## src/rtl/demux1x2_buf.sv

```systemverilog
// demux1x2_buf: 1-to-2 valid/ready demultiplexer; each output channel is buffered by its own FIFO.
// Optional per-channel popped-word counters are built when DEMUX1X2_CNT_EN is defined.

module demux1x2_buf_fifo #(
  parameter int DATA_W = 8,
  parameter int DEPTH  = 4,
  parameter int PTR_W  = $clog2(DEPTH),
  parameter int LVL_W  = $clog2(DEPTH) + 1
) (
  input  logic              clk,
  input  logic              rst,
  input  logic              push,
  input  logic [DATA_W-1:0] wr_data,
  input  logic              rd_rdy,
  output logic              full,
  output logic              rd_vld,
  output logic              pop,
  output logic [DATA_W-1:0] rd_data,
  output logic [LVL_W-1:0]  lvl
);

  logic [DATA_W-1:0] mem_q [DEPTH];
  logic [DATA_W-1:0] mem_d [DEPTH];
  logic [PTR_W-1:0]  wr_ptr_q, wr_ptr_d;
  logic [PTR_W-1:0]  rd_ptr_q, rd_ptr_d;
  logic [LVL_W-1:0]  lvl_q, lvl_d;

  // Status flags; a full FIFO refuses pushes even while it is being popped.
  always_comb begin
    full   = (lvl_q == LVL_W'(DEPTH));
    rd_vld = (lvl_q != {LVL_W{1'b0}});
    pop    = rd_vld && rd_rdy;
    lvl    = lvl_q;
  end

  // Head word, forced to zero while empty.
  always_comb begin
    if (rd_vld) begin
      rd_data = mem_q[rd_ptr_q];
    end else begin
      rd_data = {DATA_W{1'b0}};
    end
  end

  // Next-state for storage, pointers and occupancy.
  always_comb begin
    mem_d    = mem_q;
    wr_ptr_d = wr_ptr_q;
    rd_ptr_d = rd_ptr_q;
    lvl_d    = lvl_q;
    if (push) begin
      mem_d[wr_ptr_q] = wr_data;
      wr_ptr_d        = wr_ptr_q + PTR_W'(1);
    end else begin
      wr_ptr_d = wr_ptr_q;
    end
    if (pop) begin
      rd_ptr_d = rd_ptr_q + PTR_W'(1);
    end else begin
      rd_ptr_d = rd_ptr_q;
    end
    case ({push, pop})
      2'b10:   lvl_d = lvl_q + LVL_W'(1);
      2'b01:   lvl_d = lvl_q - LVL_W'(1);
      default: lvl_d = lvl_q;
    endcase
  end

  // State registers; reset discards any push or pop in the same cycle.
  always_ff @(posedge clk) begin
    if (rst) begin
      for (int i = 0; i < DEPTH; i++) begin
        mem_q[i] <= {DATA_W{1'b0}};
      end
      wr_ptr_q <= {PTR_W{1'b0}};
      rd_ptr_q <= {PTR_W{1'b0}};
      lvl_q    <= {LVL_W{1'b0}};
    end else begin
      mem_q    <= mem_d;
      wr_ptr_q <= wr_ptr_d;
      rd_ptr_q <= rd_ptr_d;
      lvl_q    <= lvl_d;
    end
  end

endmodule

module demux1x2_buf #(
  parameter int DATA_W = 8,
  parameter int DEPTH  = 4,
  parameter int CNT_W  = 16
) (
  input  logic                       clk,
  input  logic                       rst,
  input  logic [DATA_W-1:0]          in_data,
  input  logic                       in_vld,
  input  logic                       enb,
  output logic                       in_rdy,
  output logic [DATA_W-1:0]          out1_data,
  output logic                       out1_vld,
  input  logic                       out1_rdy,
  output logic [DATA_W-1:0]          out2_data,
  output logic                       out2_vld,
  input  logic                       out2_rdy,
  output logic [$clog2(DEPTH):0]     lvl1,
  output logic [$clog2(DEPTH):0]     lvl2,
  output logic [CNT_W-1:0]           cnt1,
  output logic [CNT_W-1:0]           cnt2
);

  localparam int LVL_W = $clog2(DEPTH) + 1;

  logic full1_s, full2_s;
  logic push1_s, push2_s;
  logic pop1_s, pop2_s;

  // Route select: enb=1 steers to channel 1, enb=0 to channel 2.
  always_comb begin
    if (enb) begin
      in_rdy = !full1_s;
    end else begin
      in_rdy = !full2_s;
    end
    push1_s = in_vld && in_rdy && enb;
    push2_s = in_vld && in_rdy && !enb;
  end

  demux1x2_buf_fifo #(
    .DATA_W (DATA_W),
    .DEPTH  (DEPTH),
    .LVL_W  (LVL_W)
  ) u_fifo1 (
    .clk     (clk),
    .rst     (rst),
    .push    (push1_s),
    .wr_data (in_data),
    .rd_rdy  (out1_rdy),
    .full    (full1_s),
    .rd_vld  (out1_vld),
    .pop     (pop1_s),
    .rd_data (out1_data),
    .lvl     (lvl1)
  );

  demux1x2_buf_fifo #(
    .DATA_W (DATA_W),
    .DEPTH  (DEPTH),
    .LVL_W  (LVL_W)
  ) u_fifo2 (
    .clk     (clk),
    .rst     (rst),
    .push    (push2_s),
    .wr_data (in_data),
    .rd_rdy  (out2_rdy),
    .full    (full2_s),
    .rd_vld  (out2_vld),
    .pop     (pop2_s),
    .rd_data (out2_data),
    .lvl     (lvl2)
  );

`ifdef DEMUX1X2_CNT_EN
  logic [CNT_W-1:0] cnt1_q, cnt1_d;
  logic [CNT_W-1:0] cnt2_q, cnt2_d;

  // Popped-word counters, wrapping naturally at 2^CNT_W.
  always_comb begin
    if (pop1_s) begin
      cnt1_d = cnt1_q + CNT_W'(1);
    end else begin
      cnt1_d = cnt1_q;
    end
    if (pop2_s) begin
      cnt2_d = cnt2_q + CNT_W'(1);
    end else begin
      cnt2_d = cnt2_q;
    end
  end

  // Counter registers.
  always_ff @(posedge clk) begin
    if (rst) begin
      cnt1_q <= {CNT_W{1'b0}};
      cnt2_q <= {CNT_W{1'b0}};
    end else begin
      cnt1_q <= cnt1_d;
      cnt2_q <= cnt2_d;
    end
  end

  assign cnt1 = cnt1_q;
  assign cnt2 = cnt2_q;
`else
  logic unused_pop_s;
  assign unused_pop_s = pop1_s ^ pop2_s;
  assign cnt1 = {CNT_W{1'b0}};
  assign cnt2 = {CNT_W{1'b0}};
`endif

endmodule

```

## config.mk

```make
export PLATFORM = sky130hd
export DESIGN_NAME = demux1x2_buf
export DESIGN_NICKNAME = d
export VERILOG_FILES = /design/src/rtl/demux1x2_buf.sv
export SDC_FILE = /design/constraint.sdc
export NUM_CORES = 1
export LEC_CHECK = 0
export BUFFER_PORTS_ARGS = -buffer_cell sky130_fd_sc_hd__buf_2
export CORE_MARGIN = 4
export CORE_UTILIZATION = 30
export DETAILED_ROUTE_END_ITERATION = 16
export GPL_TIMING_DRIVEN = 0
export PLACE_DENSITY_LB_ADDON = 0.08
export SLEW_MARGIN = 20
export SYNTH_ARGS = -nofsm -noshare
export SYNTH_HDL_FRONTEND = slang
export SYNTH_HIERARCHICAL = 1
export SYNTH_SLANG_ARGS = --single-unit
export TNS_END_PERCENT = 100
```

## constraint.sdc

```tcl
create_clock -name clk -period 2.8 [get_ports clk]
set_input_delay 0.42 -clock clk [delete_from_list [all_inputs] [get_ports clk]]
set_output_delay 0.42 -clock clk [all_outputs]
set_load 0.05 [all_outputs]
```

## After elaboration in Yosys (flattened, before gate mapping)

Cells that the tools add are included.

- Register bits: 78
- Bits of input ports: 14
- Output and inout port bits: 57
- Logic and storage cells: 69

- Add/sub/neg operators: 8
- Magnitude comparators: 6
- Equality and inequality tests: 6
- Multiplexer cells: 17
- Bitwise operators: 4
- Reduce and logical (&&, ||, !) cells: 14

Operators by type and width:

| operator | count |
|---|---|
| $bwmux W32 | 2 |
| $mux W8 | 8 |
| $bmux W8 S2 | 2 |
| $demux W8 S2 | 2 |
| $ge A3 B3 Y1 const B | 4 |
| $not A2 Y3 | 4 |
| $pmux W3 S2 | 2 |
| $add A2 B1 Y2 const B | 4 |
| $logic_and A1 B1 Y1 | 7 |
| $add A3 B1 Y3 const B | 2 |
| $eq A3 B3 Y1 const B | 2 |
| $lt A3 B1 Y1 const B | 2 |
| $reduce_bool A3 Y1 | 2 |
| $sub A3 B1 Y3 const B | 2 |
| $eq A2 B1 Y1 const B | 2 |
| $eq A2 B2 Y1 const B | 2 |
| $reduce_bool A2 Y1 | 2 |
| $logic_not A1 Y1 | 3 |
| $mux W1 | 1 |

## Logic depth before layout (Yosys ltp)

Gate-level depths: netlist of run 1.

- Depth in word-level cells: 7
- Mapped depth: 12
- Depth with buffers taken out: 10

## Hierarchy

Netlist of run 1, hierarchy kept.

By module, submodules not included:

| module | times used | cells an instance | area each (um^2) | sequential area each (um^2) |
|---|---|---|---|---|
| demux1x2_buf_fifo | 2 | 206 | 1,854.3 | 780.7 |
| demux1x2_buf | 1 | 36 | 270.3 | 0.0 |

## Worst setup path before layout of run 1

Ideal clock, no wire load.

- Kind: reg2reg
- From: register u_fifo2.lvl_q[1], in the netlist u_fifo2/lvl[1]
- To: register u_fifo2.lvl_q[2], in the netlist u_fifo2/lvl[2]
- Library setup time: 70 ps
- Data arrival time: 2,699 ps
- Required time: 2,730 ps
- Path slack: 31 ps
- Cell stages (with the launch flop): 13
- Path buffers: 2
- Clock period less this slack: 2,769 ps
- Path through: dfxtp_1 > inv_1 > and3_1 > nor3b_1 > buf_2 > buf_2 > inv_1 > ha_1 > inv_1 > fa_1 > xor2_1 > or3_1 > a21oi_1

- Word-level cells in the longest chain between the ends: 7
- Elaborated cells between the ends (all ways): 13
- Classes of those cells: 2 x add/sub; 3 x eq/ne; 2 x mux; 6 x reduce/logical

RTL lines:

| element | line | text |
|---|---|---|
| start: declaration | 26 | `logic [LVL_W-1:0] lvl_q, lvl_d;` |
| start signal: assignment | 77 | `lvl_q <= {LVL_W{1'b0}};` |
| start signal: assignment | 82 | `lvl_q <= lvl_d;` |
| $eq A3 B3 Y1 * | 30 | `full = (lvl_q == LVL_W'(DEPTH));` |
| via full2_s | 113 | `logic full1_s, full2_s;` |
| $logic_not A1 Y1 * | 122 | `in_rdy = !full2_s;` |
| $mux W1 * | 119 | `if (enb) begin` |
| $logic_and A1 B1 Y1 * (2 in a row) | 125 | `push2_s = in_vld && in_rdy && !enb;` |
| via push2_s | 114 | `logic push1_s, push2_s;` |
| $eq A2 B1 Y1 or $eq A2 B2 Y1 (tied branches) | 62 | `case ({push, pop})` |
| $pmux W3 S2 or $reduce_bool A2 Y1 (tied branches) | - |  |

Mark *: on every way through the listed nets, which the timed path passes. The rest lies on a longest branch.
A chain may end at the register's enable or synchronous reset.

## Worst setup path in the final report of run 1

- From: register u_fifo1.lvl_q[2], in the netlist u_fifo1/lvl[2]
- To: register u_fifo1.lvl_q[2], in the netlist u_fifo1/lvl[2]

- Word-level cells in the longest chain between the ends: 7
- Elaborated cells between the ends (all ways): 13
- Classes of those cells: 2 x add/sub; 3 x eq/ne; 2 x mux; 6 x reduce/logical

RTL lines:

| element | line | text |
|---|---|---|
| start: declaration | 26 |  |
| start signal: assignment | 77 |  |
| start signal: assignment | 82 |  |
| $eq A3 B3 Y1 * | 30 |  |
| via full1_s | 113 |  |
| $logic_not A1 Y1 * | 120 | `in_rdy = !full1_s;` |
| $mux W1 * | 119 |  |
| $logic_and A1 B1 Y1 * (2 in a row) | 124 | `push1_s = in_vld && in_rdy && enb;` |
| via push1_s | 114 |  |
| $eq A2 B1 Y1 or $eq A2 B2 Y1 (tied branches) | 62 |  |
| $pmux W3 S2 or $reduce_bool A2 Y1 (tied branches) | - |  |

Marked as above.

==> summary.md, run 1 <==
| Metric | Value |
|---|---|
| Starting Density | `31.0%` |
| Busiest grt layer | `met2` |
| CTS root buf | `clkbuf_16` |
| Synth Area in Compound Gates | `9.69%` |
| Crit-path cells | `and3_1 -> and3b_2 -> buf_4 -> clkbuf_4 -> inv_1 -> ha_1 -> inv_1 -> fa_1 -> xor2_1 -> or3_1 -> a21oi_1` |
| Post-synth top flop | `dfxtp_1` |
| Worst Path Max Fanout | `10` |
| # diodes | `0` |
| P&R area growth vs syn | `21.2%` |
| Startpoint Class | `register` |
| I/O Pins | `71` |
| Synth top area share | `39.2%` |
| CP max stage cell | `dfxtp_1` |
| Site Rows | `41` |
| Initial antenna violation count | `0` |
| Gr usage total | `15.0%` |
| Largest family of logic cells by synthesized area | `simple AND/OR/NAND/NOR gates` |
| Status | `finished clean` |
| FILL cells | `1,387` |
| Clock Skew | `0.00557 ns` |
| Layout cell share with drive strength beyond 1 | `25.0%` |
| Number of I/O port buffers | `37` |
| Initial DRC Count | `between 100 and 150` |
| Core outline area | `12,800 sq um` |
| TritonCTS clock tree | `built` |
| Die width | `123 um` |
| Final Util | `roughly 38%` |
| Critical path's largest stage delay | `about 0.43 ns` |
| CP arrival | `just under 3 ns` |
| Reg-to-reg startpoint | `u_fifo1/lvl[2]` |
| Leakage | `~1.8 nW` |
| Post-CTS Hold Buffers | `0` |
| P per Cell Area | `roughly 800 nW/um^2` |
| Post-synthesis xor/xnor area fraction | `under 10%` |
| Largest net degree at the start of global routing | `13` |
| RSZ-0062 raised after global routing | `no` |
| Hold Violations, Final | `0` |
| Max cap viols | `0` |
| Synth top cells by count | `dfxtp_1 (78), nand2_1 (74), a21oi_1 (70)` |
| Crit path max-delay family | `simple AND/OR/NAND/NOR gates` |
| GRT met2 Usage | `between 20% and 30%` |
| HPWL after DPL | `~7400 um` |
| Adder-Cell Fraction of Synth Area | `a little over 4%` |
| Setup crit start | `u_fifo1/lvl[2]` |
| Peak supply drop | `roughly 0.57 mV` |
| RD Place Congestion | `roughly 0.74` |
| Full die area | `15,200 sq um` |
| First-pass GRT wire length | `between 15,000 and 20,000 um` |
| Routing usage on met3 | `2.10%` |
| Setup bufs post-CTS | `0` |
| Routed len/inst | `15.4 um` |
| Final setup vio count | `0` |
| Proportion of synthesized area in mux cells | `under 10%` |
| Worst hold start | `in_data[3]` |
| Post-synthesis simple-gate area fraction | `a little under a quarter` |
| Post-synth EDFFs | `0` |
| Required @ worst endpoint | `about 3.1 ns` |
| Buf+Inv Stages, Crit Path | `4` |
| Post-route setup TNS | `0 ns` |
| Routed WL | `between 10,000 and 15,000 um` |
| Die Ht | `about 120 um` |
| Vias | `roughly 3,300` |
| Worst-path clk slew | `0.06 ns` |
| Worst slew margin | `approximately three fifths` |
| Placed cells | `688` |
| Met1 Use GR | `around a fifth` |
| Critical path endpoint category | `register` |
| DRC viols | `0` |
| Cell Area, Synth | `a little under 4000 sq um` |
| Most frequent cell after synthesis | `dfxtp_1` |
| Final Net Count | `approximately 550` |
| DR vias/cell | `approximately 4.6` |
| Synth Area per Inst | `about 8.9 sq um` |
| Min Tclk post-route | `around 2.6 ns` |
| Yosys reg bits | `a little under 80` |
| Biggest area consumer among synthesized cells | `dfxtp_1` |
| Clock sink total | `78` |
| Synth cell types | `27` |
| Buffer depth of the longest clock path | `2` |
| Slew @ Worst Pin | `just under 0.6 ns` |
| Register area share after synthesis | `about 39%` |
| Syn. warnings | `6` |
| GRT overflow | `0` |
| Most frequent CP cell | `inv_1` |
| Final Cycle Share | `94.3%` |
| Cts bufs inserted | `9` |
| Vias in the first global route | `around 3,200` |
| Ranking of synthesized cells by area | `dfxtp_1 (39%), mux4_2 (9.1%), a21oi_1 (8.8%)` |
| Final ANT Viol Nets | `0` |
| H-tree levels | `3` |
| Max Freq | `between 300 and 400 MHz` |
| Post-synth ARST share | `0%` |
| Slew Viols, Final | `0` |
| Hold Crit Class | `in -> reg` |
| Setup CP Type | `reg -> reg` |
| First drt pass iteration count | `4` |
| Clk Latency, worst-skew pair | `0.34 ns` |
| Post-Synthesis Cells | `about 450` |
| Finished Layout Cells | `a little over 700` |
-- cells in the final DEF, fill, tap and decap left out, types with 2 or more instances in the layout --
master and instances:
a21oi_1 70, dfxtp_1 77, o31ai_1 2, inv_1 16
nand3_1 64, nand2_1 74, buf_4 33, buf_6 7
o21ai_0 2, nor3_2 2, ha_1 10, and3_1 2
clkinv_2 3, o21ai_1 2, xor2_1 6, conb_1 32
buf_1 2, fa_1 2, nor2_1 12, clkbuf_16 9
or3_1 4, xnor2_1 2, clkbuf_8 2, nor2b_4 16
mux2i_1 3, mux4_2 16, clkbuf_1 17, buf_2 40
-- logic make-up after synthesis --
kind of cell             after synthesis
flip-flops                            78
AND/OR/NAND/NOR                      176
multiplexers                          19
adder cells (fa/ha/maj)               12
other                                  1
XOR/XNOR                               8
buffers and inverters                 78
AO/OA/AOI/OAI                         76
-- routing by layer --
metal	up-vias	part of all wire, %
met1	1530	46
met3	11	6.3
li1	1619	-
met4	0	1.7
met2	103	46
met5	-	0
-- sequential cells by signal (all words and copies together) (netlist names) --
register,cells
u_fifo1/rd_ptr_q,2
u_fifo1/lvl,3
u_fifo2/lvl,3
u_fifo2/mem_q,32
u_fifo2/rd_ptr_q,2
u_fifo1/wr_ptr_q,2
u_fifo1/mem_q,32
u_fifo2/wr_ptr_q,2
-- path summary, 6_finish.rpt --
path / to / slack [ns] / depth (start not counted)
worst min-delay path: u_fifo2/mem_q[11] / 0.43 / 3
worst max-delay path: u_fifo1/lvl[2] / 0.16 / 11
worst max register to register: u_fifo1/lvl[2] / 0.16 / 11
worst min register to register: u_fifo2/mem_q[7] / 0.45 / 2
-- worst register-to-register path, delay by kind of cell, from the launching register on --
family	cells	cell delay (ns)
flops	1	0.43
fa+ha+maj	2	0.56
simple gates	3	0.76
buf+inv	4	0.53
compound gates	1	0.14
xor+xnor	1	0.16
-- final cells by class --
| class | instances | area, sq um | area share [%] |
|---|---|---|---|
| Multi-Input combinational cell | 323 | 2080 | 43.2 |
| Sequential cell | 78 | 1560 | 32.4 |
| Buffer | 62 | 417 | 8.64 |
| Clock buffer | 12 | 256 | 5.32 |
| Tap cell | 172 | 215 | 4.46 |
| Timing Repair Buffer | 37 | 185 | 3.84 |
| Inverter | 16 | 60.1 | 1.25 |
| Clock inverter | 4 | 45.0 | 0.934 |
-- power by group --
group | switching [mW] | total, mW | internal [mW]
Combinational | 0.968 | 1.41 | 0.438
Clock | 0.455 | 1.19 | 0.735
Sequential | 0.0695 | 1.26 | 1.19
-- stage by stage --
| stage | area (sq um) | setup slack [ns] | hold WS [ns] | power [mW] |
|---|---|---|---|---|
| after global routing | 4820 | 0.00736 | 0.431 | 4.06 |
| after floorplan | 4100 | 0.0309 | 0.433 | 2.40 |
| after CTS | 4800 | 0.0777 | 0.420 | 3.91 |
| after global placement | 4500 | -0.214 | 0.439 | 2.69 |
| final | 4820 | 0.158 | 0.432 | 3.86 |
| after detailed placement | 4500 | -0.175 | 0.446 | 2.71 |
-- repair_timing --
action                                  4_1_cts  5_1_grt
endpoints found under the setup margin        2        4
gates cloned                                  0        0
resized for setup                             2        7
hold endpoints to repair                      0        0
No activity file was read; power rests on OpenSTA's default activity.
==> run 2: changes to the inputs <==
- SETUP_SLACK_MARGIN: not set -> 0.3
==> run 2 against run 1 <==
Net effect:
- first-iteration DRC count up 68%
- die area did not move
- sequential power about the same
- sequential share of layout area decreased by 0.26 points
- via count about the same
- utilization up 0.69 points
- clock skew grew 0.0069 ns
- total power rose by 2.3%
- critical path depth up 1
- global-route usage grew 0.085 points
- largest power group unchanged
- highest routed layer unchanged
==> summary.md, run 2 (synthesized netlist as in run 1, its figures left out) <==
| Metric | Value |
|---|---|
| Internal power | `2.43 mW (+2.7%)` |
| Clk Latency, worst-skew pair | `0.34 ns (about the same)` |
| Hold Violations, Final | `0 (unchanged)` |
| Setup CP Type | `reg -> reg` |
| Final ANT Viol Nets | `0 (unchanged)` |
| Layout cell share with drive strength beyond 1 | `28.0% (+3.0 points)` |
| Post-CTS Hold Buffers | `0 (unchanged)` |
| Clock Skew | `0.0125 ns (+0.00691 ns)` |
| R2r worst-path depth | `12 (+1)` |
| Final setup vio count | `0 (unchanged)` |
| Final Net Count | `558 (+0.90%)` |
| Final Util | `38.3% (+0.69 points)` |
| Reg-to-reg startpoint | `u_fifo1/lvl[1]` |
| Status | `finished clean` |
| Hold Path Sink | `u_fifo1/mem_q[23]` |
| Buffer depth of the longest clock path | `2 (unchanged)` |
| Die width | `123 um (unchanged)` |
| Commonest cells after routing, fill and taps aside | `nand2_1 (74), dfxtp_1 (72), a21oi_1 (70)` |
| Startpoint Class | `register` |
| Clock power frac | `31.1% (+0.3 points)` |
| Full die area | `15,200 sq um (unchanged)` |
| H-tree levels | `3 (unchanged)` |
| FILL cells | `1,339 (-3.5%)` |
| P per Cell Area | `803 nW/um^2 (+0.44%)` |
| Final Cycle Share | `84.7% (-9.7 points)` |
| Slew @ Worst Pin | `0.585 ns (+0.00123 ns)` |
| RD Place Congestion | `0.768 (+4.0%)` |
| Largest net degree at the start of global routing | `14 (+1)` |
| RSZ-0062 raised after global routing | `no` |
| Slew Viols, Final | `0 (unchanged)` |
| GRT overflow | `0 (unchanged)` |
| Site Rows | `41 (unchanged)` |
| Peak supply drop | `0.392 mV (-32%)` |
| Cts bufs inserted | `9 (unchanged)` |
| Initial DRC Count | `225 (+68%)` |
| CP arrival | `2.63 ns (-0.28 ns)` |
| Worst Path Max Fanout | `10 (unchanged)` |
| Sw frac | `38.5% (-0.23 points)` |
| First-pass GRT wire length | `17,400 um (+1.9%)` |
| Routed WL | `11,000 um (+1.2%)` |
| Final hold slack | `0.424 ns (-0.00833 ns)` |
| Final instance area | `4910 sq um (+1.8%)` |
| Required @ worst endpoint | `3.06 ns (about the same)` |
| Hold Crit Class | `in -> reg` |
| Initial antenna violation count | `0 (unchanged)` |
| Critical path endpoint category | `register` |
| HPWL after DPL | `7390 um (-0.40%)` |
| Worst R2R Setup Slack | `0.43 ns (+0.27 ns)` |
| Net Switching | `1.52 mW (+1.7%)` |
| Number of I/O port buffers | `37 (unchanged)` |
| CTS root buf | `clkbuf_16` |
| First drt pass iteration count | `4 (unchanged)` |
| DR vias/cell | `4.61 (-0.47%)` |
| TritonCTS clock tree | `built` |
| Commonest non-fill, non-tap cell in the layout | `nand2_1` |
| Vias | `3,266 (+0.092%)` |
| Worst hold start | `rst` |
| Max Freq | `422 MHz (+11%)` |
| Starting Density | `31.0% (unchanged)` |
| Core outline area | `12,800 sq um (unchanged)` |
| Sequential power share | `32.3% (-0.4 points)` |
| Die Ht | `123 um (unchanged)` |
| Largest registers | `u_fifo1/mem_q x32, u_fifo2/mem_q x32` |
| P&R area growth vs syn | `23.4%` |
| Vias in the first global route | `3,145 (-0.51%)` |
| I/O Pins | `71 (unchanged)` |
| Comb pwr share | `36.5% (about the same)` |
| Worst-path clk slew | `0.06 ns (about the same)` |
| Routed len/inst | `15.5 um (+0.60%)` |
| Gr usage total | `15.0% (+0.085 points)` |
| Worst slew margin | `61.0% (-0.082 points)` |
| Max cap viols | `0 (unchanged)` |
| Hold Crit Depth | `2 (-1)` |
| Clock sink total | `78 (unchanged)` |
| DRC viols | `0 (unchanged)` |
| Leakage | `1.87 nW (+1.4%)` |
| Min Tclk post-route | `2.37 ns (-0.271 ns)` |
| # diodes | `0 (unchanged)` |
| Reg2reg end | `u_fifo1/lvl[2]` |
| Placed Area | `4510 sq um (+0.33%)` |
-- run 2: cell count changes in the layout (fill, tap and decap cells not counted), sizes merged --
cell | before | now
clkinv | 3 | 1
clkbuf | 29 | 28
clkinvlp | 0 | 1
buf | 82 | 88
-- run 2: how the worst max path moves through the flow --
stage	start	end	slack, ns	cells after the start
after CTS	u_fifo1/lvl[1]	u_fifo1/lvl[2]	0.32	12
after detailed placement	u_fifo2/lvl[1]	u_fifo2/lvl[2]	-0.08	12
after global placement	u_fifo2/lvl[1]	u_fifo2/lvl[2]	-0.09	12
after floorplan	u_fifo1/lvl[0]	u_fifo1/lvl[2]	0.31	12
final	u_fifo1/lvl[1]	u_fifo1/lvl[2]	0.43	12
after global routing	u_fifo2/lvl[1]	u_fifo2/lvl[2]	0.30	12
-- run 2: area by class of cell --
class	instances	area (sq um)	share of cell area [%]
flip-flops and latches	78	1580	32.2
well taps	172	215	4.38
clock inverters	3	42.5	0.866
inverters	16	60.1	1.22
repair buffers	42	223	4.54
clock buffers	12	268	5.45
plain buffers	62	430	8.76
multi-input cells	323	2090	42.6
-- run 2: critical path, cell delays in order, from the launching register on --
cell and delay (ns):
dfxtp_2 0.35, inv_2 0.07, and3_1 0.17, and3b_2 0.24, buf_8 0.13, buf_6 0.13, inv_1 0.06, ha_2 0.18
inv_1 0.05, fa_2 0.33, xor2_1 0.15, or3_1 0.30, a21oi_1 0.13
-- run 2: metrics by stage --
step	total power, mW	std cells	setup WS [ns]	TNS [ns]
floorplan	2.42	479	0.311	0
global placement	2.71	688	-0.0941	-0.142
detailed placement	2.72	688	-0.0778	-0.106
CTS	3.97	704	0.316	0
global route	4.15	708	0.295	0
finish	3.94	708	0.429	0
-- run 2: power by group through the flow --
stage	clock [mW]	sequential [mW]	combinational (mW)
floorplan	0	1.38	1.03
global placement	0	1.29	1.42
detailed placement	0	1.30	1.42
CTS	1.25	1.27	1.44
global route	1.30	1.29	1.57
finish	1.23	1.28	1.44
-- run 2: metal layers --
metal	vias up	share of wire, %	global-route usage (%)
li1	1624	-	-
met1	1539	48	21.4
met5	-	0	0
met4	0	1.7	6.09
met3	13	5.2	1.97
met2	90	45	23.0
-- run 2: timing repair --
item / in CTS / in global routing
gates resized for setup: 14 / 7
setup endpoints to repair: 5 / 3
buffers inserted: 1 / 4
pin swaps: 0 / 2
